===== src/rtl/pc_fetch_unit.sv =====
// pc_fetch_unit
//   Program-counter register and instruction-fetch sequencer for the
//   single-cycle CPU. The current PC goes out to an external adder, and the
//   incremented value comes back as pc_plus4. The next PC is chosen from three
//   sources: sequential, branch or jump. A fetched instruction is held in an
//   output register until decode accepts it.
//
// Parameters
//   DATA_WIDTH  width of PC, addresses and instruction word
//   RESET_PC    PC value loaded on reset
//   INC         byte increment the external adder applies; also sets the
//               instruction alignment (log2(INC) low address bits)
//
// Ports
//   clk            clock, all state on rising edge
//   rst            synchronous active-low reset
//   pc             current PC register (adder input a)
//   pc_plus4       adder output (pc + INC), modulo 2^DATA_WIDTH
//   branch_taken   redirect to branch_target this cycle
//   branch_target  branch destination
//   jump           redirect to jump_target this cycle (beats branch_taken)
//   jump_target    jump destination
//   imem_req       fetch request valid
//   imem_addr      fetch address (always equals pc)
//   imem_ready     imem_rdata valid for the current request
//   imem_rdata     fetched instruction
//   inst_valid     inst / inst_pc hold a valid instruction
//   inst_ready     decode accepts inst this cycle
//   inst           fetched instruction word
//   inst_pc        address inst was fetched from
//   misalign_err   one-cycle pulse: redirect target had nonzero low bits
module pc_fetch_unit #(
  parameter int                    DATA_WIDTH = 32,
  parameter logic [DATA_WIDTH-1:0] RESET_PC   = '0,
  parameter int                    INC        = 4
) (
  input  logic                  clk,
  input  logic                  rst,
  output logic [DATA_WIDTH-1:0] pc,
  input  logic [DATA_WIDTH-1:0] pc_plus4,
  input  logic                  branch_taken,
  input  logic [DATA_WIDTH-1:0] branch_target,
  input  logic                  jump,
  input  logic [DATA_WIDTH-1:0] jump_target,
  output logic                  imem_req,
  output logic [DATA_WIDTH-1:0] imem_addr,
  input  logic                  imem_ready,
  input  logic [DATA_WIDTH-1:0] imem_rdata,
  output logic                  inst_valid,
  input  logic                  inst_ready,
  output logic [DATA_WIDTH-1:0] inst,
  output logic [DATA_WIDTH-1:0] inst_pc,
  output logic                  misalign_err
);

  // Number of low address bits that must be zero for an instruction address.
  localparam int ALIGN_BITS = (INC > 1) ? $clog2(INC) : 1;

  typedef enum logic [1:0] {
    IDLE = 2'd0,
    REQ  = 2'd1,
    HOLD = 2'd2
  } state_t;

  state_t                  state_reg, state_next;
  logic [DATA_WIDTH-1:0]   pc_reg, pc_next;
  logic [DATA_WIDTH-1:0]   inst_reg, inst_next;
  logic [DATA_WIDTH-1:0]   inst_pc_reg, inst_pc_next;
  logic                    inst_valid_reg, inst_valid_next;
  logic                    misalign_reg, misalign_next;

  logic                    redirect;
  logic [DATA_WIDTH-1:0]   target_raw;
  logic [DATA_WIDTH-1:0]   target_aligned;
  logic                    target_misaligned;

  // Jump has priority over branch when both fire in the same cycle.
  assign redirect          = jump | branch_taken;
  assign target_raw        = jump ? jump_target : branch_target;
  assign target_misaligned = |target_raw[ALIGN_BITS-1:0];

  // Clear the alignment bits of the selected target; the rest pass through.
  genvar gi;
  generate
    for (gi = 0; gi < DATA_WIDTH; gi++) begin : g_align
      if (gi < ALIGN_BITS) begin : g_low
        assign target_aligned[gi] = 1'b0;
      end else begin : g_high
        assign target_aligned[gi] = target_raw[gi];
      end
    end
  endgenerate

  always_ff @(posedge clk) begin
    if (!rst) begin
      state_reg      <= IDLE;
      pc_reg         <= RESET_PC;
      inst_reg       <= '0;
      inst_pc_reg    <= '0;
      inst_valid_reg <= 1'b0;
      misalign_reg   <= 1'b0;
    end else begin
      state_reg      <= state_next;
      pc_reg         <= pc_next;
      inst_reg       <= inst_next;
      inst_pc_reg    <= inst_pc_next;
      inst_valid_reg <= inst_valid_next;
      misalign_reg   <= misalign_next;
    end
  end

  always_comb begin
    state_next      = state_reg;
    pc_next         = pc_reg;
    inst_next       = inst_reg;
    inst_pc_next    = inst_pc_reg;
    inst_valid_next = inst_valid_reg;
    misalign_next   = 1'b0;

    case (state_reg)
      // Single settling cycle after reset; redirects are not accepted here.
      IDLE: begin
        state_next = REQ;
      end

      REQ: begin
        if (redirect) begin
          // A response arriving in the same cycle belongs to the old path
          // and is discarded.
          pc_next       = target_aligned;
          misalign_next = target_misaligned;
        end else if (imem_ready) begin
          inst_next       = imem_rdata;
          inst_pc_next    = pc_reg;
          inst_valid_next = 1'b1;
          pc_next         = pc_plus4;
          state_next      = HOLD;
        end
      end

      HOLD: begin
        if (redirect) begin
          // Squash the held instruction: it is on the wrong path.
          inst_valid_next = 1'b0;
          pc_next         = target_aligned;
          misalign_next   = target_misaligned;
          state_next      = REQ;
        end else if (inst_ready) begin
          inst_valid_next = 1'b0;
          state_next      = REQ;
        end
      end

      default: begin
        state_next = IDLE;
      end
    endcase
  end

  assign pc           = pc_reg;
  assign imem_req     = (state_reg == REQ);
  assign imem_addr    = pc_reg;
  assign inst_valid   = inst_valid_reg;
  assign inst         = inst_reg;
  assign inst_pc      = inst_pc_reg;
  assign misalign_err = misalign_reg;

endmodule


===== config.mk =====
export PLATFORM = sky130hd
export DESIGN_NAME = pc_fetch_unit
export DESIGN_NICKNAME = d
export VERILOG_FILES = /design/src/rtl/pc_fetch_unit.sv
export SDC_FILE = /design/constraint.sdc
export NUM_CORES = 1
export LEC_CHECK = 0
export BUFFER_PORTS_ARGS = -buffer_cell sky130_fd_sc_hd__buf_2
export CAP_MARGIN = 40
export CORE_MARGIN = 4
export CORE_UTILIZATION = 45
export CTS_BUF_LIST = sky130_fd_sc_hd__clkbuf_8
export CTS_CLUSTER_DIAMETER = 50
export CTS_CLUSTER_SIZE = 14
export DETAILED_ROUTE_END_ITERATION = 7
export PLACE_DENSITY = 0.81
export SYNTH_ARGS = -nofsm -noshare
export SYNTH_HDL_FRONTEND = slang
export SYNTH_SLANG_ARGS = --single-unit

===== constraint.sdc =====
create_clock -name clk -period 1.9 [get_ports clk]
set_input_delay 0.095 -clock clk [delete_from_list [all_inputs] [get_ports clk]]
set_output_delay 0.095 -clock clk [all_outputs]
set_load 0.02 [all_outputs]

# == Word level (Yosys, flattened, before mapping) ==
# Cells that the tools add are included.
# word_totals
n_memories,0
output_inout_bits,131
elab_cells,39
latch_bits,0
register_bits,100
in_bits,134
mem_bits_ro,0
mem_bits_rw,0
# classes
order_cmp,0
n_shift,0
bitwise_logic,2
mux,15
addsub,0
reduce_logical,9
n_div,0
n_eq_ne,7
n_mul,0
# op_table
op,n
32-bit 2-to-1 mux,4
32-bit case mux with 2 select lines,1
3-bit AND reduction,4
2-bit 2-to-1 mux,4
2-bit case mux with 3 select lines,1
1-bit 2-to-1 mux,4
"2-bit != test, second input constant",2
4-bit AND reduction,1
2-bit OR reduction,2
"3-bit by 1-bit != test with 1-bit output, second input constant",1
"3-bit != test, second input constant",1
"2-bit by 1-bit == test with 1-bit output, second input constant",1
"2-bit == test, second input constant",1
2-bit logical NOT,1
"2-bit by 1-bit != test with 1-bit output, second input constant",1
1-bit case mux with 2 select lines,1
2-bit nonzero test,1
1-bit inverter,1
1-bit OR,1

# == Depth between registers and ports, before layout ==
# Gate-level depths: netlist (run 1).
# logic_depth
depth_word,3
depth_mapped,7

# == Worst setup path after synthesis (run 1) ==
# OpenSTA, ideal clock, no wires.
# synth_path
path_kind,reg2reg
from,register state_reg[0]
to,"register pc_reg[22], in the netlist imem_addr[22]"
path_slack_ns,0.172
t_required_ns,1.783
synth_period_minus_slack_ns,1.728
path_stages_with_launch,8
arrival_ns,1.611
path_buffers,1
path_cell_list,dfxtp_1 -> inv_1 -> ha_1 -> nor2b_1 -> a22oi_4 -> buf_6 -> nor2_1 -> a32o_1
# synth_between
elab_chain_len,3
# synth_rtl
element,line_no,text
start: declaration,65,"state_t state_reg, state_next;"
start signal: assignment,103,state_reg <= state_next;
2-bit by 1-bit == test with 1-bit output or 2-bit == test (tied branches),120,case (state_reg)
"3-bit by 1-bit != test with 1-bit output (no line), or another cell as far along",n/a,
3-bit AND reduction (no line),n/a,
end signal: assignment,104,pc_reg <= pc_next;
end: declaration,66,"logic [DATA_WIDTH-1:0] pc_reg, pc_next;"
# Parallel ways exist; a longest one is shown, timed or not.
# A chain may end at the register's enable or synchronous reset.

# == Worst setup path in the final report (run 1) ==
# layout_path
from,register state_reg[0]
to,"register pc_reg[3], in the netlist imem_addr[3]"
# The elaborated chain is that of the path after synthesis.

==> flow_summary.toml, run 1 <==
[sta]
fin_crit_ps = 1820
fmax_ghz = 0.549
slew_violations = 0
hold_viol = 0
holdWs_ps = 42.4
min_period_over_period_pct = 95.8
fin_ws_ps = 78.9
tightest_slew_ps = 570
finalSetupViolations = 0
slew_headroom_pct = 61.9
fin_skew_ps = 12.3

[final_layout]
diodes = 0
utilization_pct = 65.3
nFillCells = 889
finalNonFillerCells = 982
drive_gt1_share_pct = 36.6
multiInputGateArea_mm2 = 0.00205
seqCellArea_mm2 = 0.00201
area_growth_pct = 41.6
nets = 983

[synth]
syn_nets = 732
synth_area_mm2 = 0.00451
ys.warnings.count = 0
synth_seq_cells = 100
syn_area_per_cell_um2 = 7.61
ys_types = 28
async_flop_share_pct = 0
syn_inst = 593
synth_ff_type = "dfxtp_1"
yosysSeqAreaShare_pct = 44.4
synth_edf_count = 0

[clock_network]
root_buffer = "clkbuf_8"
clock_sinks = 100
cts.path.max_buffers = 2
clk_latency_ps = 360
cts_buffers = 9
cts_tree = "built"
htreeDepth = 3
path_clk_slew_ps = 100

[floorplanning]
ioPinCount = 265
die_h_um = 108
dieWidth_um = 108
core_area_mm2 = 0.00977
die-area_mm2 = 0.0117
num_rows = 36
initial_core_util_pct = 46.1

[pwr]
vdd_drop_max_mv = 0.917
p_total_mw = 8.30
power.density_mw_per_mm2 = 1300
p_leak_nw = 2.99

[global_route]
grt.total_usage_pct = 24.1
grt_pass1_vias = 4649
grt-ovfl-total = 0
grt_first_pass_wirelength_mm = 22.5
grt_max_degree = 65
antenna_found_initial = 0

[setup_path]
critPathKind = "flip-flop to flip-flop"
cp-end-kind = "flip-flop"
cp_top_family = "compound AO/OA/AOI/OAI gates"
rr_startpoint = "state_reg[0]"
crit_path_start = "state_reg[0]"
crit_required_ps = 2150
start_kind = "flip-flop"
path_max_fanout = 8
critPathSlowestCell = "dfxtp_2"
slowest_delay_ps = 360
cp_cell_sequence = "inv_1 > ha_1 > buf_4 > a22oi_4 > clkbuf_16 > nor2_1 > a32o_1"
arrival_ps = 2070
worst-path-buf-inv = 3

[min_path]
hold_class = "input port to flip-flop"
hp-start = "pc_plus4[22]"

[placement]
dpl.hpwl_mm = 10.5
gp_congestion = 0.818
io_buffers = 264
pre_cts_slack_ps = 114
placedCellCount = 927

[drt]
vias = 5081
firstDrtPassIters = 5
drtIter0Drc = 346
drc_errors = 0
viasPerCell = 5.17
totalWireLength_mm = 14.9
drtAntennaViolNets = 0
wl_per_cell_um = 15.1

[outcome]
status = "finished clean"

[job]
drv_cap = 0
[logic make-up after synthesis]
group           count (synthesis)  synth area share [%]
buf+inv                        85                  10.5
fa+ha+maj                       5                  1.39
mux                             1                 0.222
simple gates                  238                  21.3
flops                         100                  44.4
compound gates                164                  22.2
[tightest hold or removal path: cells and delay by family]
family / cells / cell delay [ps]
AOI/OAI and AO/OA: 1 / 110
buffers and inverters: 1 / 70
and+or+nand+nor: 2 / 110
[cell usage after synthesis (all sizes together), types with 2 or more instances]
| master | n | area (um2) |
|---|---|---|
| nor3 | 2 | 10.0 |
| clkbuf | 36 | 135 |
| nand2b | 2 | 12.5 |
| nor2 | 34 | 128 |
| a21oi | 69 | 345 |
| inv | 4 | 15.0 |
| a211oi | 2 | 15.0 |
| nand3 | 34 | 170 |
| buf | 45 | 325 |
| o21ai | 59 | 295 |
| nor2b | 3 | 18.8 |
| nand2 | 160 | 601 |
| a32o | 29 | 290 |
| ha | 5 | 62.6 |
| dfxtp | 100 | 2000 |
[area by class of cell]
| type | count | area share [%] |
|---|---|---|
| Tap cell | 133 | 2.61 |
| Multi-Input combinational cell | 408 | 32.1 |
| Clock inverter | 5 | 0.568 |
| Clock buffer | 11 | 2.37 |
| Inverter | 4 | 0.235 |
| Sequential cell | 100 | 31.4 |
| Timing Repair Buffer | 321 | 30.7 |
[repair_timing]
action,in CTS,in global routing
hold buffers,34,0
hold endpoints to repair,34,0
setup buffers,0,2
setup endpoints to repair,0,10
gates resized for setup,0,5
[placed cells by master (no fill, tap or decap)]
cell type,Yosys,layout
dlygate4sd3_1,0,34
a32o_1,29,29
clkbuf_16,0,3
dfxtp_2,0,1
nor2_1,34,33
a21oi_1,69,69
buf_4,35,14
inv_1,3,4
a311oi_1,1,1
a22o_1,1,1
mux2i_1,1,1
a211oi_1,2,2
nor4b_1,1,1
dfxtp_4,0,1
nand2b_1,2,1
buf_12,0,6
dfxtp_1,100,98
nand3_1,34,33
nand2_1,160,160
o31ai_1,1,1
nor2b_1,3,2
nor2_2,0,1
or2_1,1,1
and3_2,0,1
o211ai_1,1,1
nor3_1,2,2
clkinv_4,0,1
inv_2,1,1
inv_6,0,1
ha_1,5,5
a22oi_4,1,1
nand3_2,0,1
nor2b_2,0,1
clkinvlp_4,0,2
o21ai_0,59,59
buf_2,2,264
nand2b_2,0,1
clkbuf_8,0,11
[per-layer routing]
metal	track usage, %	wire length [um]	vias to the layer above	part of all wire (%)
met5	0	0	-	0
met3	6.93	1360	37	9.2
met1	27.6	5670	2323	38
li1	-	-	2480	-
met2	42.7	7460	241	50
met4	8.93	376	0	2.5
[through the flow]
stage,setup TNS [ps],area (um2)
after floorplan,0,4510
after CTS,0,6280
final,0,6380
after detailed placement,0,5760
after global routing,-3.19,6380
after global placement,0,5760
[where the power goes]
part	switching, mW	internal [mW]
Clock	0.733	0.551
Combinational	2.37	1.69
Sequential	0.439	2.52
[path summary, 6_finish.rpt]
kind                   end  depth (start not counted)  slack [ps]
min          imem_addr[22]                          4          40
max           imem_addr[3]                          7          80
max reg2reg   imem_addr[3]                          7          80
min reg2reg       inst[11]                          2         450
(Power assumes the default switching activity.)
==> run 2: changes to the inputs <==
--- a/config.mk
+++ b/config.mk
@@ -5,10 +5,11 @@
 export SDC_FILE = /design/constraint.sdc
 export NUM_CORES = 1
 export LEC_CHECK = 0
+export ABC_AREA = 1
 export BUFFER_PORTS_ARGS = -buffer_cell sky130_fd_sc_hd__buf_2
 export CAP_MARGIN = 40
 export CORE_MARGIN = 4
-export CORE_UTILIZATION = 45
+export CORE_UTILIZATION = 46
 export CTS_BUF_LIST = sky130_fd_sc_hd__clkbuf_8
 export CTS_CLUSTER_DIAMETER = 50
 export CTS_CLUSTER_SIZE = 14
==> run 2 against run 1 <==
Critical path depth is 2 higher. Via count is 1.8% lower. Die area is 3.6% higher. Combinational power is 12% lower. Routed wire length is 4.7% lower. Worst setup slack better by 100 ps. Register-to-register slack better by 100 ps. Final area is 0.80% lower. Sequential power is 3% lower. Clock-buffer cell count stayed put. Clock skew is 0.90 ps lower. Critical endpoint is now imem_addr[26]. Largest power group unchanged.
==> flow_summary.toml, run 2 <==
[drt]
totalWireLength_mm = 14.2
drc_errors = 0
drtIter0Drc = 320
wl_per_cell_um = 12.9
drtAntennaViolNets = 0
firstDrtPassIters = 4
viasPerCell = 4.56
vias = 4991

[synth]
synth_top_family_by_area = "simple AND/OR/NAND/NOR gates"
yosysSeqAreaShare_pct = 41.8
synth_top_area_share_pct = 41.8
syn_nets = 865
synthTopCellsByCount = "nand2_1 (198), nor2_1 (196), dfxtp_1 (100)"
synth_ff_type = "dfxtp_1"
post_synth_mux_area_share_pct = 0
synth_xor_area_share_pct = 0
ys_types = 21
synth_compound_area_share_pct = 7.42
yosys.area_share.simple_pct = 35.7
yosysTopAreaCell = "dfxtp_1"
syn_inst = 726
async_flop_share_pct = 0
synthAdderAreaFrac_pct = 1.31
ys_top_cells_by_area = "dfxtp_1 (42%), nand2_1 (16%), nor2_1 (15%)"
synth_area_mm2 = 0.00479
syn_area_per_cell_um2 = 6.60
yosysMostFrequentCell = "nand2_1"
synth_edf_count = 0
ys.warnings.count = 0
synth_seq_cells = 100

[sta]
tns_ps = 0
fin_crit_ps = 1720
hold_viol = 0
grt_setup_unrepaired = "no"
finalSetupViolations = 0
fmax_ghz = 0.581
fin_skew_ps = 11.4
holdWs_ps = 13.4
min_period_over_period_pct = 90.6
slew_headroom_pct = 69.5
tightest_slew_ps = 458
slew_violations = 0

[setup_path]
cp-end-kind = "flip-flop"
critPathSlowestCell = "dfxtp_1"
arrival_ps = 1970
crit_required_ps = 2150
cp_cell_sequence = "inv_1 > ha_1 > nand2_1 > nand2_1 > a21oi_4 > buf_12 > nand2_1 > nand2_1 > nor2_1"
path_max_fanout = 34
cp_common_cell = "nand2_1"
critPathKind = "flip-flop to flip-flop"
start_kind = "flip-flop"
slowest_delay_ps = 370

[global_route]
grt-ovfl-total = 0
use_met1_pct = 27.7
grt_pass1_vias = 4315
antenna_found_initial = 0
use_met2_pct = 37.7
grt_use_met3_pct = 3.84
grt_first_pass_wirelength_mm = 20.8
grt-busiest-layer = "met2"
grt.total_usage_pct = 21.7
grt_max_degree = 65

[final_layout]
diodes = 0
layout.cells.most_common = "buf_2"
mostFrequentLayoutCells = "buf_2 (264), nand2_1 (198), nor2_1 (196)"
drive_gt1_share_pct = 31.5
utilization_pct = 63.6
area_growth_pct = 32.2
nets = 1096

[pwr]
power.density_mw_per_mm2 = 1220
p_leak_nw = 3.50
pwr-share-clk_pct = 16.9
comb_power_share_pct = 46.3
vdd_drop_max_mv = 0.567
power.switching_mw = 3.37
p_sw_share_pct = 43.6
p_int_mw = 4.37
pwr-share-seq_pct = 36.8

[floorplanning]
die-area_mm2 = 0.0121
dieWidth_um = 110
ioPinCount = 265
num_rows = 36
die_h_um = 110
initial_core_util_pct = 48.1
core_area_mm2 = 0.00995

[placement]
gp_congestion = 0.883
io_buffers = 264
dpl.hpwl_mm = 10.6

[clock_network]
cts_resized = 0
cts.path.max_buffers = 2
htreeDepth = 3
clock_sinks = 100
path_clk_slew_ps = 100
root_buffer = "clkbuf_8"
clk_latency_ps = 350
cts_tree = "built"
cts_buffers = 9

[min_path]
hold_class = "input port to flip-flop"

[job]
drv_cap = 0

[outcome]
status = "finished clean"
==> run 2: cell types whose count changed after synthesis, sizes merged, moves of 2 or more <==
| cell | delta |
|---|---|
| o21ai | +5 |
| a21oi | -65 |
| nor2 | +164 |
| inv | +38 |
| buf | +11 |
| nand2 | +38 |
| nor2b | -3 |
| nand2b | -2 |
| clkbuf | -17 |
| a32o | -29 |
| a211oi | -2 |
| nand3 | +2 |
==> run 2: logic make-up after synthesis <==
logic type | count (synthesis)
buffers and inverters | 117
and+or+nand+nor | 436
AOI/OAI and AO/OA | 68
adders and majority gates | 5
DFF | 100
==> run 2: per-layer routing <==
metal | part of all wire [%] | vias up
li1 | - | 2646
met1 | 42 | 2158
met2 | 50 | 175
met3 | 7.5 | 12
met4 | 1.1 | 0
met5 | 0 | -
==> run 2: final timing paths <==
check / from / to / slack [ps] / cells after the start
worst max-delay path: state_reg[1] / imem_addr[26] / 180 / 9
worst min-delay path: imem_rdata[6] / inst[6] / 10 / 3
worst max register to register: state_reg[1] / imem_addr[26] / 180 / 9
worst min register to register: inst_pc[19] / inst_pc[19] / 480 / 2
==> run 2: worst max-delay path: cells and delay by family, from the launching register on <==
family,cells,cell delay (ps)
buffers and inverters,2,330
AO/OA/AOI/OAI,1,300
flip-flops,1,370
AND/OR/NAND/NOR,5,380
adder cells (fa/ha/maj),1,250
==> run 2: what timing repair did <==
| item | 4_1_cts | 5_1_grt |
|---|---|---|
| endpoints found under the setup margin | 0 | 2 |
| hold buffers | 15 | 0 |
| endpoints found under the hold margin | 15 | 0 |
| setup buffers | 0 | 4 |
==> run 2: layout make-up <==
cell class	instances	area, um2
Fill cell	990	3620
Inverter	42	158
Tap cell	133	166
Clock inverter	5	42.5
Sequential cell	100	2000
Timing Repair Buffer	295	1680
Multi-Input combinational cell	509	2130
Clock buffer	11	151
==> run 2: power groups by stage <==
| stage | Sequential [mW] | Clock, mW | Combinational, mW |
|---|---|---|---|
| 2_1_floorplan | 3.19 | 0 | 2.26 |
| 3_3_place_gp | 2.89 | 0 | 3.40 |
| 3_5_place_dp | 2.90 | 0 | 3.46 |
| 4_1_cts | 2.85 | 1.34 | 3.50 |
| 5_1_grt | 2.90 | 1.43 | 3.98 |
| 6_report | 2.85 | 1.31 | 3.58 |
==> run 2: per-stage QoR <==
stage	std cells	setup WS, ps	power, mW	area, um2
6_report	1095	179	7.74	6330
5_1_grt	1095	29.7	8.32	6330
4_1_cts	1091	172	7.69	6300
3_5_place_dp	1060	187	6.36	5960
3_3_place_gp	1060	274	6.28	5960
2_1_floorplan	726	338	5.45	4790
